[src/rtl/riscv_core_amo_seq.sv]
// RV32A atomic sequencer for the memory stage.
// Accepts one LR/SC/AMO request at a time, performs the data-memory read,
// feeds the external AMO ALU from registers, writes the result back, keeps
// the single LR reservation and returns the rd value to the core.
//
// state   | meaning
// --------+------------------------------------------------------------
// IDLE    | ready for a new request
// RD_REQ  | read request on the memory bus, waiting for grant
// RD_WAIT | read granted, waiting for read data
// WR_REQ  | write request on the memory bus (AMO result or SC data)
// RESP    | one-cycle response to the core
module riscv_core_amo_seq #(
  parameter int DATA_WIDTH = 32,
  parameter int ADDR_WIDTH = 32
) (
  input  logic                  i_clk,
  input  logic                  i_rst_n,
  input  logic                  i_req_valid,
  output logic                  o_req_ready,
  input  logic [4:0]            i_funct5,
  input  logic [ADDR_WIDTH-1:0] i_addr,
  input  logic [DATA_WIDTH-1:0] i_rs2_data,
  output logic                  o_resp_valid,
  output logic [DATA_WIDTH-1:0] o_resp_data,
  output logic                  o_resp_err,
  output logic                  o_mem_req,
  output logic                  o_mem_we,
  output logic [ADDR_WIDTH-1:0] o_mem_addr,
  output logic [DATA_WIDTH-1:0] o_mem_wdata,
  input  logic                  i_mem_gnt,
  input  logic                  i_mem_rvalid,
  input  logic [DATA_WIDTH-1:0] i_mem_rdata,
  output logic [3:0]            o_amo_op,
  output logic [DATA_WIDTH-1:0] o_alu_mem_data,
  output logic [DATA_WIDTH-1:0] o_alu_core_data,
  input  logic [DATA_WIDTH-1:0] i_amo_alu_result,
  input  logic                  i_snoop_valid,
  input  logic [ADDR_WIDTH-1:0] i_snoop_addr
);

  localparam logic [2:0] IDLE    = 3'd0;
  localparam logic [2:0] RD_REQ  = 3'd1;
  localparam logic [2:0] RD_WAIT = 3'd2;
  localparam logic [2:0] WR_REQ  = 3'd3;
  localparam logic [2:0] RESP    = 3'd4;

  localparam logic [1:0] KIND_AMO = 2'd0;
  localparam logic [1:0] KIND_LR  = 2'd1;
  localparam logic [1:0] KIND_SC  = 2'd2;

  logic [2:0]            state;
  logic [1:0]            kind_q;
  logic [3:0]            op_q;
  logic                  err_q;
  logic [ADDR_WIDTH-1:0] addr_q;
  logic [DATA_WIDTH-1:0] rs2_q;
  logic [DATA_WIDTH-1:0] rdata_q;
  logic [DATA_WIDTH-1:0] resp_data_q;
  logic                  resv_valid;
  logic [ADDR_WIDTH-3:0] resv_word;

  logic [3:0] dec_op;
  logic [1:0] dec_kind;
  logic       dec_legal;

  // Decode funct5 into ALU opcode, request kind and legality.
  always_comb begin
    dec_op    = 4'd0;
    dec_kind  = KIND_AMO;
    dec_legal = 1'b1;
    case (i_funct5)
      5'b00001: dec_op = 4'd0;
      5'b00000: dec_op = 4'd1;
      5'b01100: dec_op = 4'd2;
      5'b01000: dec_op = 4'd3;
      5'b00100: dec_op = 4'd4;
      5'b10100: dec_op = 4'd5;
      5'b10000: dec_op = 4'd6;
      5'b11100: dec_op = 4'd7;
      5'b11000: dec_op = 4'd8;
      5'b00010: dec_kind = KIND_LR;
      5'b00011: dec_kind = KIND_SC;
      default:  dec_legal = 1'b0;
    endcase
  end

  logic                  req_err;
  logic                  sc_accept;
  logic [ADDR_WIDTH-3:0] in_word;
  logic [ADDR_WIDTH-3:0] q_word;
  logic [ADDR_WIDTH-3:0] snoop_word;
  logic                  snoop_resv;
  logic                  snoop_in;
  logic                  snoop_q;
  logic                  sc_ok;
  logic                  unused_bits;

  assign req_err    = !dec_legal || (i_addr[1:0] != 2'b00);
  assign sc_accept  = (state == IDLE) && i_req_valid && !req_err && (dec_kind == KIND_SC);
  assign in_word    = i_addr[ADDR_WIDTH-1:2];
  assign q_word     = addr_q[ADDR_WIDTH-1:2];
  assign snoop_word = i_snoop_addr[ADDR_WIDTH-1:2];
  assign snoop_resv = i_snoop_valid && (snoop_word == resv_word);
  assign snoop_in   = i_snoop_valid && (snoop_word == in_word);
  assign snoop_q    = i_snoop_valid && (snoop_word == q_word);
  // A snoop to the SC address in the accept cycle makes the SC fail even if
  // the reservation register has not been cleared yet.
  assign sc_ok      = resv_valid && (resv_word == in_word) && !snoop_in;
  assign unused_bits = ^{i_snoop_addr[1:0], addr_q[1:0]};

  // Main sequencer: request capture, memory handshakes and response data.
  always_ff @(posedge i_clk) begin
    if (!i_rst_n) begin
      state       <= IDLE;
      kind_q      <= KIND_AMO;
      op_q        <= 4'd0;
      err_q       <= 1'b0;
      addr_q      <= '0;
      rs2_q       <= '0;
      rdata_q     <= '0;
      resp_data_q <= '0;
    end else begin
      case (state)
        IDLE: begin
          if (i_req_valid) begin
            addr_q <= i_addr;
            rs2_q  <= i_rs2_data;
            op_q   <= dec_op;
            kind_q <= dec_kind;
            err_q  <= req_err;
            if (req_err) begin
              resp_data_q <= '0;
              state       <= RESP;
            end else if (dec_kind == KIND_SC) begin
              if (sc_ok) begin
                resp_data_q <= '0;
                state       <= WR_REQ;
              end else begin
                resp_data_q <= DATA_WIDTH'(1);
                state       <= RESP;
              end
            end else begin
              state <= RD_REQ;
            end
          end
        end
        RD_REQ: begin
          if (i_mem_gnt) state <= RD_WAIT;
        end
        RD_WAIT: begin
          if (i_mem_rvalid) begin
            rdata_q     <= i_mem_rdata;
            resp_data_q <= i_mem_rdata;
            state       <= (kind_q == KIND_LR) ? RESP : WR_REQ;
          end
        end
        WR_REQ: begin
          if (i_mem_gnt) state <= RESP;
        end
        RESP:    state <= IDLE;
        default: state <= IDLE;
      endcase
    end
  end

  // LR reservation: set by LR read data, cleared by SC, by a matching AMO
  // write, or by a store from another master to the same word.
  always_ff @(posedge i_clk) begin
    if (!i_rst_n) begin
      resv_valid <= 1'b0;
      resv_word  <= '0;
    end else begin
      if (snoop_resv) resv_valid <= 1'b0;
      if (sc_accept) resv_valid <= 1'b0;
      if ((state == RD_WAIT) && i_mem_rvalid && (kind_q == KIND_LR)) begin
        resv_word  <= q_word;
        resv_valid <= !snoop_q;
      end
      if ((state == WR_REQ) && i_mem_gnt && (kind_q == KIND_AMO) && (q_word == resv_word))
        resv_valid <= 1'b0;
    end
  end

  assign o_req_ready     = (state == IDLE);
  assign o_mem_req       = (state == RD_REQ) || (state == WR_REQ);
  assign o_mem_we        = (state == WR_REQ);
  assign o_mem_addr      = {addr_q[ADDR_WIDTH-1:2], 2'b00};
  assign o_mem_wdata     = (kind_q == KIND_SC) ? rs2_q : i_amo_alu_result;
  assign o_resp_valid    = (state == RESP);
  assign o_resp_err      = (state == RESP) && err_q;
  assign o_resp_data     = resp_data_q;
  assign o_amo_op        = op_q;
  assign o_alu_mem_data  = rdata_q;
  assign o_alu_core_data = rs2_q;

endmodule

[config.mk]
export PLATFORM = sky130hd
export DESIGN_NAME = riscv_core_amo_seq
export DESIGN_NICKNAME = d
export VERILOG_FILES = /design/src/rtl/riscv_core_amo_seq.sv
export SDC_FILE = /design/constraint.sdc
export NUM_CORES = 1
export LEC_CHECK = 0
export ABC_AREA = 1
export CAP_MARGIN = 20
export CORE_UTILIZATION = 40
export CTS_CLUSTER_DIAMETER = 100
export DETAILED_ROUTE_END_ITERATION = 6
export GPL_TIMING_DRIVEN = 1
export MAX_ROUTING_LAYER = met4
export PLACE_DENSITY = 0.8
export SLEW_MARGIN = 20
export SYNTH_ARGS = -nofsm -noshare
export SYNTH_HDL_FRONTEND = slang
export SYNTH_SLANG_ARGS = --single-unit
[constraint.sdc]
create_clock -name i_clk -period 1.32 [get_ports i_clk]
set_input_delay 0.396 -clock i_clk [delete_from_list [all_inputs] [get_ports i_clk]]
set_output_delay 0.396 -clock i_clk [all_outputs]
set_load 0.005 [all_outputs]
==> metrics.cfg, run 1 <==
[floorplanning]
die_y_um = 147
die_w_um = 147
start_util_pct = 41.2
io_pins = 340
rows = 52

[place]
place_congestion = 1.12
dp_hpwl_um = 30400
portBuffers = 335

[yosys]
yosys_warnings = 0
synthTopCellsByCount = nand2_1 (401), inv_1 (172), a21oi_1 (169)
synth_edf_count = 0
synth_top_cell_by_area = dfxtp_1
avgSynthCellArea_um2 = 6.50
ys_top_cells_by_area = dfxtp_1 (40%), nand2_1 (18%), a21oi_1 (10%)
synth_cell_types = 34
yosysMostFrequentCell = nand2_1
async_flop_share_pct = 0
yosysTopAreaCellShare_pct = 39.7
seq_area_frac_synth_pct = 39.7
ys.flop_type = dfxtp_1
synthCells = 1296
ys_ff_latch = 167
synth_area_um2 = 8420

[grt]
antenna_found_initial = 14
grt_overflow = 7
grt_usage_pct = 79.3
grt_max_degree = 37

[clock_tree]
htreeDepth = 4
cts_made_buffers = 17
hold_buffers = 0
clock_tree.root_cell = clkbuf_16
cts_max_path_buffers = 2
cts_sinks = 167

[run_status]
status = did not finish
lastStage = global routing (5_1_grt)
tool.error = [ERROR GRT-0232] Routing congestion too high. Check the congestion heatmap in the GUI.

[sta]
worst_endpoint = o_mem_wdata[27]
worst-ep-kind = top-level output

## stage by stage
stage,instances,hold WS [ns],utilization (%),cell area [um2],setup WS [ns]
detailed placement,2118,0.449,69.1,14100,-0.994
floorplan,1297,0.455,-,8480,-0.0811
global placement,2118,0.443,69.1,14100,-1.04
CTS,2228,0.328,80.0,16400,-0.680
## metal layers
metal | GRT overflow | GRT usage [%]
met1 | 0 | 78.6
met2 | 3 | 92.3
met3 | 0 | 66.2
met4 | 4 | 74.5
met5 | - | -
## cells by family after synthesis
group | synth area share, %
AO/OA/AOI/OAI | 20.9
XOR/XNOR | 3.43
buffers and inverters | 11.2
flip-flops | 39.7
other | 0.0445
AND/OR/NAND/NOR | 24.8
## timing repair
| item | CTS |
|---|---|
| endpoints found under the setup margin | 333 |
| cloned | 18 |
| pin swaps | 42 |
| gates resized for setup | 1314 |
| endpoints found under the hold margin | 0 |
| setup buffers | 69 |
==> run 2: changes to the inputs <==
- CTS_CLUSTER_DIAMETER: 100 -> not set
- MAX_ROUTING_LAYER: met4 -> not set
- PLACE_DENSITY: 0.8 -> not set
- PLACE_DENSITY_LB_ADDON: not set -> 0.15
- clock period: 1.32 -> 1.72 ns (I/O delays scaled with it)
==> metrics.cfg, run 2 <==
[route]
drtIter0Drc = 769
routed_wirelength_um = 35900
dr.pass1.iters = 6
routed_via_density = 5.14
drc = 0
wire_per_inst_um = 17.4
vias = 10600
antenna_left = 0

[clock_tree]
htreeDepth = 4
cts_tree = built
clkSlewWorstSetupHoldPaths_ns = 0.07
cts_made_buffers = 17
clock_tree.root_cell = clkbuf_16
cts_sinks = 167
clock_latency_ns = 0.43
hold_buffers = 0
cts_max_path_buffers = 2

[yosys]
yosys_warnings = 0
async_flop_share_pct = 0
synth_cell_types = 34
yosysTopAreaCellShare_pct = 39.7
yosysMostFrequentCell = nand2_1
ys.flop_type = dfxtp_1
synthTopCellsByCount = nand2_1 (401), inv_1 (172), a21oi_1 (169)
seq_area_frac_synth_pct = 39.7
synth_top_cell_by_area = dfxtp_1
synthCells = 1296
synth_edf_count = 0
synth_area_um2 = 8420
ys_top_cells_by_area = dfxtp_1 (40%), nand2_1 (18%), a21oi_1 (10%)
avgSynthCellArea_um2 = 6.50
ys_ff_latch = 167

[power_and_ir_drop]
power.internal_mw = 7.29
power.share.sequential_pct = 39.7
clockPowerShare_pct = 36.6
power_mw = 10.7
powerDensity_nw_per_um2 = 748
power.switching_mw = 3.36
combPwrFrac_pct = 23.8
peakVddDrop_mv = 0.678
p_leak_nw = 6.95
swShare_pct = 31.6

[grt]
grt_overflow = 0
grt_pass1_vias = 9979
grt_max_degree = 71
grt_usage_pct = 31.9
grt_pass1_wl_um = 53700
antenna_found_initial = 2

[floorplanning]
die_y_um = 147
rows = 52
io_pins = 340
die_area_um2 = 21600
core-area_um2 = 20400
start_util_pct = 41.2
die_w_um = 147

[sta]
report.final.setup_viol = 35
drv_slew = 0
fin_ws_ns = -0.281
rsz0062_at_grt = yes
post-route-min-period_ns = 2.00
max_freq_mhz = 500
finClkSkew_ns = 0.0110
min_period_over_period_pct = 116
hold_viol = 0

[setup_path]
end_kind = primary output
critPathKind = flop to primary output
cp-startpoint = kind_q[0]
crit_required_ns = 1.20
cpPeakStageDelay_ns = 0.34
cp.arrival_ns = 1.49
crit_fanout = 7
crit_chain = inv_4 > nand2_8 > buf_12 > buf_6 > nand2_1 > o21ai_2 > buf_2
worstReg2RegStart = resv_word[14]
slowest_stage = dfxtp_2
startpoint_type = flop

[worst_hold_path]
hold_start = i_addr[31]
hold_class = primary input to flop

[finish]
multi_input_area_um2 = 4460
regArea_um2 = 3500
layout_commonest_cell = nand2_1
fillers = 1809
nNetsFinal = 1953
fin_util_pct = 69.7
area_growth_pct = 69.1
drive_gt1_share_pct = 25.3
final_cell_mix = nand2_1 (374), a21oi_1 (169), buf_4 (158)

[place]
place_congestion = 1.06
place_ws_ns = -0.704
dp_hpwl_um = 26500
portBuffers = 335

[run_status]
status = finished with violations
violations = negative setup slack

[run]
cap_viol_max_count = 0

[run 2: cell counts after synthesis]
Identical to the previous run, type by type.
[run 2: final cells by class]
cell class	count	area share, %
multi-input cells	894	31.3
well taps	270	2.37
clock buffers	17	2.99
diodes	2	0.0351
repair buffers	519	32.6
clock inverters	15	1.23
inverters	183	4.89
flip-flops and latches	167	24.6
[run 2: cell families (layout without fill, tap and decap cells)]
| logic type | Yosys count | after routing | share of synthesized area (%) |
|---|---|---|---|
| other | 1 | 4 | 0.0445 |
| buffers and inverters | 237 | 734 | 11.2 |
| AO/OA/AOI/OAI | 338 | 338 | 20.9 |
| XOR/XNOR | 33 | 33 | 3.43 |
| AND/OR/NAND/NOR | 520 | 521 | 24.8 |
| flip-flops | 167 | 167 | 39.7 |
[run 2: stage by stage]
stage / instance area [um2] / TNS [ns] / hold slack (ns) / std cells
3_5_place_dp: 13100 / -48.35 / 0.452 / 1994
3_3_place_gp: 13100 / -44.94 / 0.447 / 1994
5_1_grt: 14200 / -8.40 / 0.418 / 2067
4_1_cts: 13800 / -6.83 / 0.401 / 2049
2_1_floorplan: 8430 / 0 / 0.455 / 1297
6_report: 14200 / -6.70 / 0.417 / 2067
[run 2: worst paths after layout]
kind / to / slack (ns) / cells after the start
max: o_mem_wdata[14] / -0.28 / 7
max reg2reg: state[2] / 0.06 / 15
min reg2reg: o_resp_data[13] / 0.46 / 2
min: addr_q[31] / 0.42 / 3
[run 2: power groups by stage]
stage	registers (mW)	clock network (mW)	logic (mW)
3_3_place_gp	4.33	0	2.44
6_report	4.22	3.90	2.53
2_1_floorplan	4.31	0	0.905
3_5_place_dp	4.33	0	2.45
5_1_grt	4.25	4.12	2.72
4_1_cts	4.23	3.96	2.43
[run 2: layer usage]
| layer | track usage [%] | vias up | share of wire (%) |
|---|---|---|---|
| li1 | - | 5136 | - |
| met1 | 38.7 | 4903 | 39 |
| met2 | 54.7 | 487 | 49 |
| met3 | 6.18 | 93 | 8.2 |
| met4 | 14.1 | 0 | 3.9 |
| met5 | 0 | - | 0 |
[run 2: repair_timing]
action | 4_1_cts | 5_1_grt
resized for setup | 479 | 161
gates cloned | 4 | 5
setup endpoints to repair | 203 | 76
hold endpoints to repair | 0 | 0
pin swaps | 24 | 48
setup buffers | 19 | 11
[run 2: critical path: cells and delay by family (launching register included)]
family,cells,cell delay [ns]
AO/OA/AOI/OAI,1,0.05
AND/OR/NAND/NOR,2,0.17
buffers and inverters,4,0.50
flip-flops,1,0.34
(Power assumes the default switching activity.)
